### config.mk
export PLATFORM = sky130hd
export DESIGN_NAME = dm_mc_responder
export DESIGN_NICKNAME = d
export VERILOG_FILES = /design/src/rtl/dm_mc_responder.sv
export SDC_FILE = /design/constraint.sdc
export NUM_CORES = 2
export LEC_CHECK = 0
export CORE_UTILIZATION = 35
export DETAILED_ROUTE_END_ITERATION = 8
export HOLD_SLACK_MARGIN = 0.15
export SKIP_CTS_REPAIR_TIMING = 1
export SYNTH_ARGS = -nofsm -noshare
export SYNTH_HDL_FRONTEND = slang
export SYNTH_SLANG_ARGS = --single-unit
### constraint.sdc
create_clock -name clk -period 8.4 [get_ports clk]
set_input_delay 1.26 -clock clk [delete_from_list [all_inputs] [get_ports clk]]
set_output_delay 1.26 -clock clk [all_outputs]
set_load 0.02 [all_outputs]
### src/rtl/dm_mc_responder.sv
// Multi-cycle data-memory responder: req/ready handshake, programmable wait states,
// byte-enabled writes with write-through readback, misaligned/out-of-range error flag.
module dm_mc_responder #(
   parameter int ADDR_W = 7,
   parameter int WAIT   = 2
) (
   input  logic        clk,
   input  logic        rst,
   input  logic        req,
   input  logic        we,
   input  logic [31:0] addr,
   input  logic [3:0]  be,
   input  logic [31:0] wdata,
   output logic [31:0] rdata,
   output logic        ready,
   output logic        err,
   output logic        busy
);

   typedef enum logic [1:0] {S_IDLE, S_WAIT, S_RESP} state_t;

   localparam int          DEPTH    = 1 << ADDR_W;
   localparam logic [3:0]  CNT_LOAD = (WAIT == 0) ? 4'd0 : 4'(WAIT - 1);

   state_t              r_state;
   state_t              w_next;
   logic [3:0]          r_cnt;
   logic                r_we;
   logic [31:0]         r_addr;
   logic [3:0]          r_be;
   logic [31:0]         r_wdata;
   logic [31:0]         r_rdata;
   logic                r_err;
   logic [31:0]         r_mem [0:DEPTH-1];

   logic                w_accept;
   logic                w_a_we;
   logic [31:0]         w_a_addr;
   logic [3:0]          w_a_be;
   logic [31:0]         w_a_wdata;
   logic                w_a_err;
   logic [ADDR_W-1:0]   w_idx;
   logic [31:0]         w_old;
   logic [31:0]         w_merged;
   logic                w_do_access;
   logic                w_do_write;

   // NOTE: every signal gets a default before the case so no latch is inferred.
   always_comb begin
      w_next   = r_state;
      w_accept = 1'b0;
      case (r_state)
         S_IDLE, S_RESP: begin
            if (req) begin
               w_accept = 1'b1;
               w_next   = (WAIT == 0) ? S_RESP : S_WAIT;
            end else begin
               w_next = S_IDLE;
            end
         end
         S_WAIT:  if (r_cnt == 4'd0) w_next = S_RESP;
         default: w_next = S_IDLE;
      endcase
   end

   // With WAIT=0 the access happens on the accept edge, before the latches hold the request.
   assign w_a_we    = w_accept ? we    : r_we;
   assign w_a_addr  = w_accept ? addr  : r_addr;
   assign w_a_be    = w_accept ? be    : r_be;
   assign w_a_wdata = w_accept ? wdata : r_wdata;

   assign w_a_err = (w_a_addr[1:0] != 2'b00) || (w_a_addr[31:ADDR_W+2] != '0);
   assign w_idx   = w_a_addr[ADDR_W+1:2];
   assign w_old   = r_mem[w_idx];

   always_comb begin
      for (int i = 0; i < 4; i++)
         w_merged[8*i +: 8] = w_a_be[i] ? w_a_wdata[8*i +: 8] : w_old[8*i +: 8];
   end

   assign w_do_access = (w_next == S_RESP);
   assign w_do_write  = !rst && w_do_access && w_a_we && !w_a_err;

   // NOTE: sequential state uses non-blocking assignments so all registers update together.
   always_ff @(posedge clk or posedge rst) begin
      if (rst) begin
         r_state <= S_IDLE;
         r_cnt   <= 4'd0;
         r_we    <= 1'b0;
         r_addr  <= 32'd0;
         r_be    <= 4'd0;
         r_wdata <= 32'd0;
         r_rdata <= 32'd0;
         r_err   <= 1'b0;
      end else begin
         r_state <= w_next;
         if (w_accept) begin
            r_we    <= we;
            r_addr  <= addr;
            r_be    <= be;
            r_wdata <= wdata;
            r_cnt   <= CNT_LOAD;
         end else if (r_state == S_WAIT) begin
            r_cnt <= r_cnt - 4'd1;
         end
         if (w_do_access) begin
            r_err   <= w_a_err;
            r_rdata <= w_a_err ? 32'd0 : (w_a_we ? w_merged : w_old);
         end
      end
   end

   // NOTE: the memory array has no reset; only the control path is cleared.
   always_ff @(posedge clk) begin
      if (w_do_write) r_mem[w_idx] <= w_merged;
   end

   assign rdata = r_rdata;
   assign err   = r_err;
   assign ready = (r_state == S_RESP);
   assign busy  = (r_state == S_WAIT);

endmodule

; Yosys cells after proc, flatten, opt, wreduce, memory -nomap -nowiden
; Memories as Yosys holds them, arrays and structs flattened.
; Index checks and enable logic that the tools add are counted.
[totals]
register_bits = 108
elab_cells = 44
in_bits = 72
ramBits = 4096
memories = 1
[mem_list]
columns = name, depth, width, rd, rd_clocked_by_memory_dff, write_ports, line
row1 = r_mem, 128, 32, 1, 0, 1, 34  ; logic [31:0] r_mem [0:DEPTH-1];
[classes]
addsub = 1
muxes = 19
reduce_logical = 12
eq_ne = 3
[ops]
columns = operator, count
row1 = $mux W32, 4
row2 = $mux W8, 4
row3 = $reduce_bool A23 Y1, 1
row4 = $mux W4, 3
row5 = $mux W1, 6
row6 = $eq A2 B2 Y1 const B, 2
row7 = $logic_not A4 Y1, 1
row8 = $pmux W2 S2, 1
row9 = $reduce_bool A2 Y1, 2
row10 = $sub A4 B1 Y4 const B, 1
row11 = $logic_and A1 B1 Y1, 3
row12 = $eq A2 B1 Y1 const B, 1
row13 = $logic_not A1 Y1, 2
row14 = $logic_not A2 Y1, 1
row15 = $mux W2, 1
row16 = $reduce_or A2 Y1, 1
row17 = $logic_or A1 B1 Y1, 1

; Logic depth before layout (Yosys ltp)
[depth]
word_depth = 10
ltp_mapped = 14
depth_no_buf = 9

; Worst setup path before layout
; No wires, ideal clock.
[synth_timing]
path_type = input -> register
startpoint = input addr[2]
endpoint = memory r_mem[0][24] (data pin)
t_arrival_ps = 6741
path_buffers = 3
setup_time_ps = 919
t_required_ps = 7481
setup_slack_ps = 740
cell_stages = 12
path_cell_list = and3b_1 -> buf_2 -> a21oi_4 -> inv_6 -> buf_6 -> buf_4 -> mux2i_1 -> a2111oi_2 -> o22ai_1 -> o31ai_1 -> o2111ai_1 -> mux2i_1
[synth_via]
elab_chain_cells = 3
[synth_rtl]
columns = item, line
row1 = start: declaration, 11  ; input logic [31:0] addr,
row2 = $mux W32, --
row3 = $mem_v2 Z128 W32, --
row4 = $mux W8, 78  ; w_merged[8*i +: 8] = w_a_be[i] ? w_a_wdata[8*i +: 8] : w_old[8*i +: 8];
row5 = net w_merged[24], 44  ; logic [31:0] w_merged;
row6 = end: declaration, 34
; The timed path passes the listed nets, and every way through them passes these cells.

; Worst setup path after layout
[layout_timing]
startpoint = input req
endpoint = memory r_mem[97][5] (data pin)
[layout_via]
elab_chain_cells = 5
[layout_rtl]
columns = item, line
row1 = start: declaration, 9  ; input logic req,
row2 = $mux W1 *, 54  ; if (req) begin
row3 = $mux W1 *, 52  ; case (r_state)
row4 = $mux W32, --
row5 = $mem_v2 Z128 W32, --
row6 = $mux W8 *, 78
row7 = net w_merged[5], 44
; Mark *: on every way through the listed nets, which the timed path passes. The rest lies on a longest branch.

==> metrics.yaml <==
avgSynthCellArea_um2: 14.6
vias_per_cell: 5.74
cts_buffer_depth: 4
dp_slack_ns: 0.363
drt_iter0_markers: 14900
rsz0062_at_grt: "false"
path_max_fanout: 96
final_antenna_net_count: 0
track_usage_pct: 21.3
insertion_delay_ns: 1.05
place_area_um2: 179000
grt_pass1_vias: 97300
status: "finished, violations left"
htreeDepth: 5
synth-edff-count: 4096
synth_seq_area_share_pct: 75.7
cts_sinks: 4204
max_freq_ghz: 0.138
synth-main-ff-cell: "edfxtp_1"
hold_viol: 0
die_y_um: 691
fin_skew_ns: 0.0980
synth-async-reset-ratio_pct: 2.57
rrSetupSlack_ns: 1.45
cts_tree: "done"
top_level_ports: 107
wl_per_cell_um: 29.0
vias: 105000
slew_violations: 3
synthDistinctLibCells: 52
path_clk_slew_ns: 0.06
row_count: 252
pwr_density_cell_nw_per_um2: 417
critPathArrivalTime_ns: 7.93
antenna_found_initial: 25
netlist.area_leader.share_pct: 74.1
synth_cells: 11400
firstDrtPassIters: 8
cts_root_buffer: "clkbuf_16"
worst_pin_slew_ns: 1.57
max_slew_margin_pct: -5.60
violations: "capacitance limit, slew limit"
initial_core_util_pct: 35.2
finalCritPeriodShare_pct: 86.1
die_w_um: 691
num-fill-cells: 42600
netlist_area_um2: 166000
grt_overflow: 0
yosysWarnings: 0
worstPathRequired_ns: 9.10
ir_drop_v: 0.000624
drc: 0
finalSetupViolations: 0
min_path_type: "flop to flop"
leakagePower_nw: 62.1
layout_min_cycle_time_ns: 7.23
place_congestion: 0.866
setup_ws_ns: 1.17
setup_tns_ns: 0
synth_nets: 11400
grt_pass1_wl_mm: 742
layout.nets: 11700
cts_made_buffers: 409
yosysTopAreaCell: "edfxtp_1"
end_kind: "flop"
power_w: 0.0800
synthTopCellsByArea: "edfxtp_1 (74%), nand2_1 (5.5%), mux2i_1 (3.5%)"
dp.cells: 17500
die_area_um2: 477000
drive_above_1_share_pct: 11.7
stdcell_count: 18200
post-dp-hpwl_mm: 298
grt_max_degree: 153
critPathLaunchType: "input pin"
drv_cap: 2
stdcell_area_um2: 192000
area_growth_pct: 15.4
portBuffers: 106
setup.worst_path.class: "input pin to flop"
core_area_um2: 472000
routed_wl_mm: 529
ys_ff_latch: 4204
-- power by group --
part	total, W	switching (W)	internal (W)
logic	0.0298	0.0230	0.00685
registers	0.0319	0.000135	0.0318
clock network	0.0182	0.00806	0.0102
total	0.0800	0.0312	0.0488
-- cell usage after synthesis, types with 32 or more instances --
cell type  instances
a2111oi_0         65
a2111oi_1         44
a211oi_1         750
a31oi_1          384
a32oi_1          416
buf_1             54
buf_2            342
buf_4             61
clkbuf_1         326
dfrtp_1          108
edfxtp_1        4096
inv_1            426
mux2i_1          581
nand2_1         2422
nand3_1          775
nor2_1           137
nor4_1            40
o2111ai_1         32
o21ai_1           33
o22ai_1           64
o31ai_1           65
o41ai_1           32
-- final timing paths --
kind                             from           end  cells past startpoint
setup / recovery                  req  r_mem[97][5]                     13
hold / removal             r_addr[15]    r_addr[15]                      2
setup reg to reg           r_state[0]  r_mem[97][5]                     12
hold reg to reg            r_addr[15]    r_addr[15]                      2
max in group asynchronous         rst     r_addr[2]                      3
min in group asynchronous         rst    r_wdata[1]                      2
-- routing by layer --
layer	vias to the layer above	wire, µm	track usage (%)
li1	44200	-	-
met1	53600	218000	30.5
met2	5838	230000	31.6
met3	882	58600	4.86
met4	10	22300	8.03
met5	-	68	0
-- per-stage QoR --
stage	hold WS (ns)	utilization [%]
finish	0.479	40.6
global route	0.504	40.6
CTS	0.483	40.6
detailed placement	0.464	37.9
global placement	0.460	37.8
floorplan	0.446	-
-- flip-flops by register name, indices dropped and copies added (netlist names) --
name and flops:
r_be 4, r_addr 32, r_state 2, r_wdata 32, r_mem 4096, r_we 1, err 1, r_cnt 4
rdata 32
-- kinds of logic after synthesis --
group,after synthesis,share of synthesized area [%]
xor+xnor,1,0.00528
buf+inv,1235,3.29
mux,589,3.58
compound gates,1941,9.00
simple gates,3400,8.40
fa+ha+maj,2,0.0151
flops,4204,75.7
-- critical path: stages --
cell             delay (ns)
clkdlybuf4s50_1        0.55
nand2b_4               0.39
a21oi_4                0.69
buf_4                  0.64
buf_4                  0.83
nand2_1                0.15
a32oi_1                0.24
a31oi_1                0.17
o41ai_4                0.45
buf_4                  0.23
o2111ai_1              0.50
mux2i_4                0.98
buf_12                 0.43
-- layout make-up --
class	instances	area, µm²	share of cell area, %
diodes	16	40.0	0.0209
clock buffers	511	10800	5.65
clock inverters	241	2220	1.16
inverters	431	1650	0.861
multi-input cells	5933	36800	19.2
flip-flops and latches	4204	126000	65.6
well taps	6223	7790	4.06
repair buffers	663	6620	3.45
-- cells in the final DEF (no fill, tap or decap), types with 6 or more instances in the layout --
master,synthesis,routed
nand2_2,0,9
o21ai_1,33,34
o2111ai_1,32,32
o31ai_2,0,19
nor2_4,0,132
o22ai_1,64,63
nor4_1,40,37
a2111oi_2,19,19
o41ai_4,0,10
buf_4,61,447
edfxtp_1,4096,4096
mux2i_4,3,39
bufinv_16,0,33
nand3_1,775,775
dfrtp_1,108,107
mux2i_1,581,547
clkinv_2,0,72
clkbuf_1,326,88
a32oi_1,416,416
clkinv_1,3,102
o41ai_1,32,13
buf_12,0,110
diode_2,0,16
clkbuf_16,0,415
inv_6,1,7
a211oi_1,750,750
a211oi_2,18,18
clkbuf_8,0,7
clkinv_8,0,7
inv_1,426,425
nand2b_1,7,7
a31oi_1,384,384
a2111oi_1,44,44
nand2_1,2422,2412
a2111oi_0,65,65
o41ai_2,0,9
clkinvlp_4,0,13
o31ai_1,65,45
o21ai_0,8,6
clkdlybuf4s50_1,0,106
Note: power is estimated with default switching activity, not from simulation.
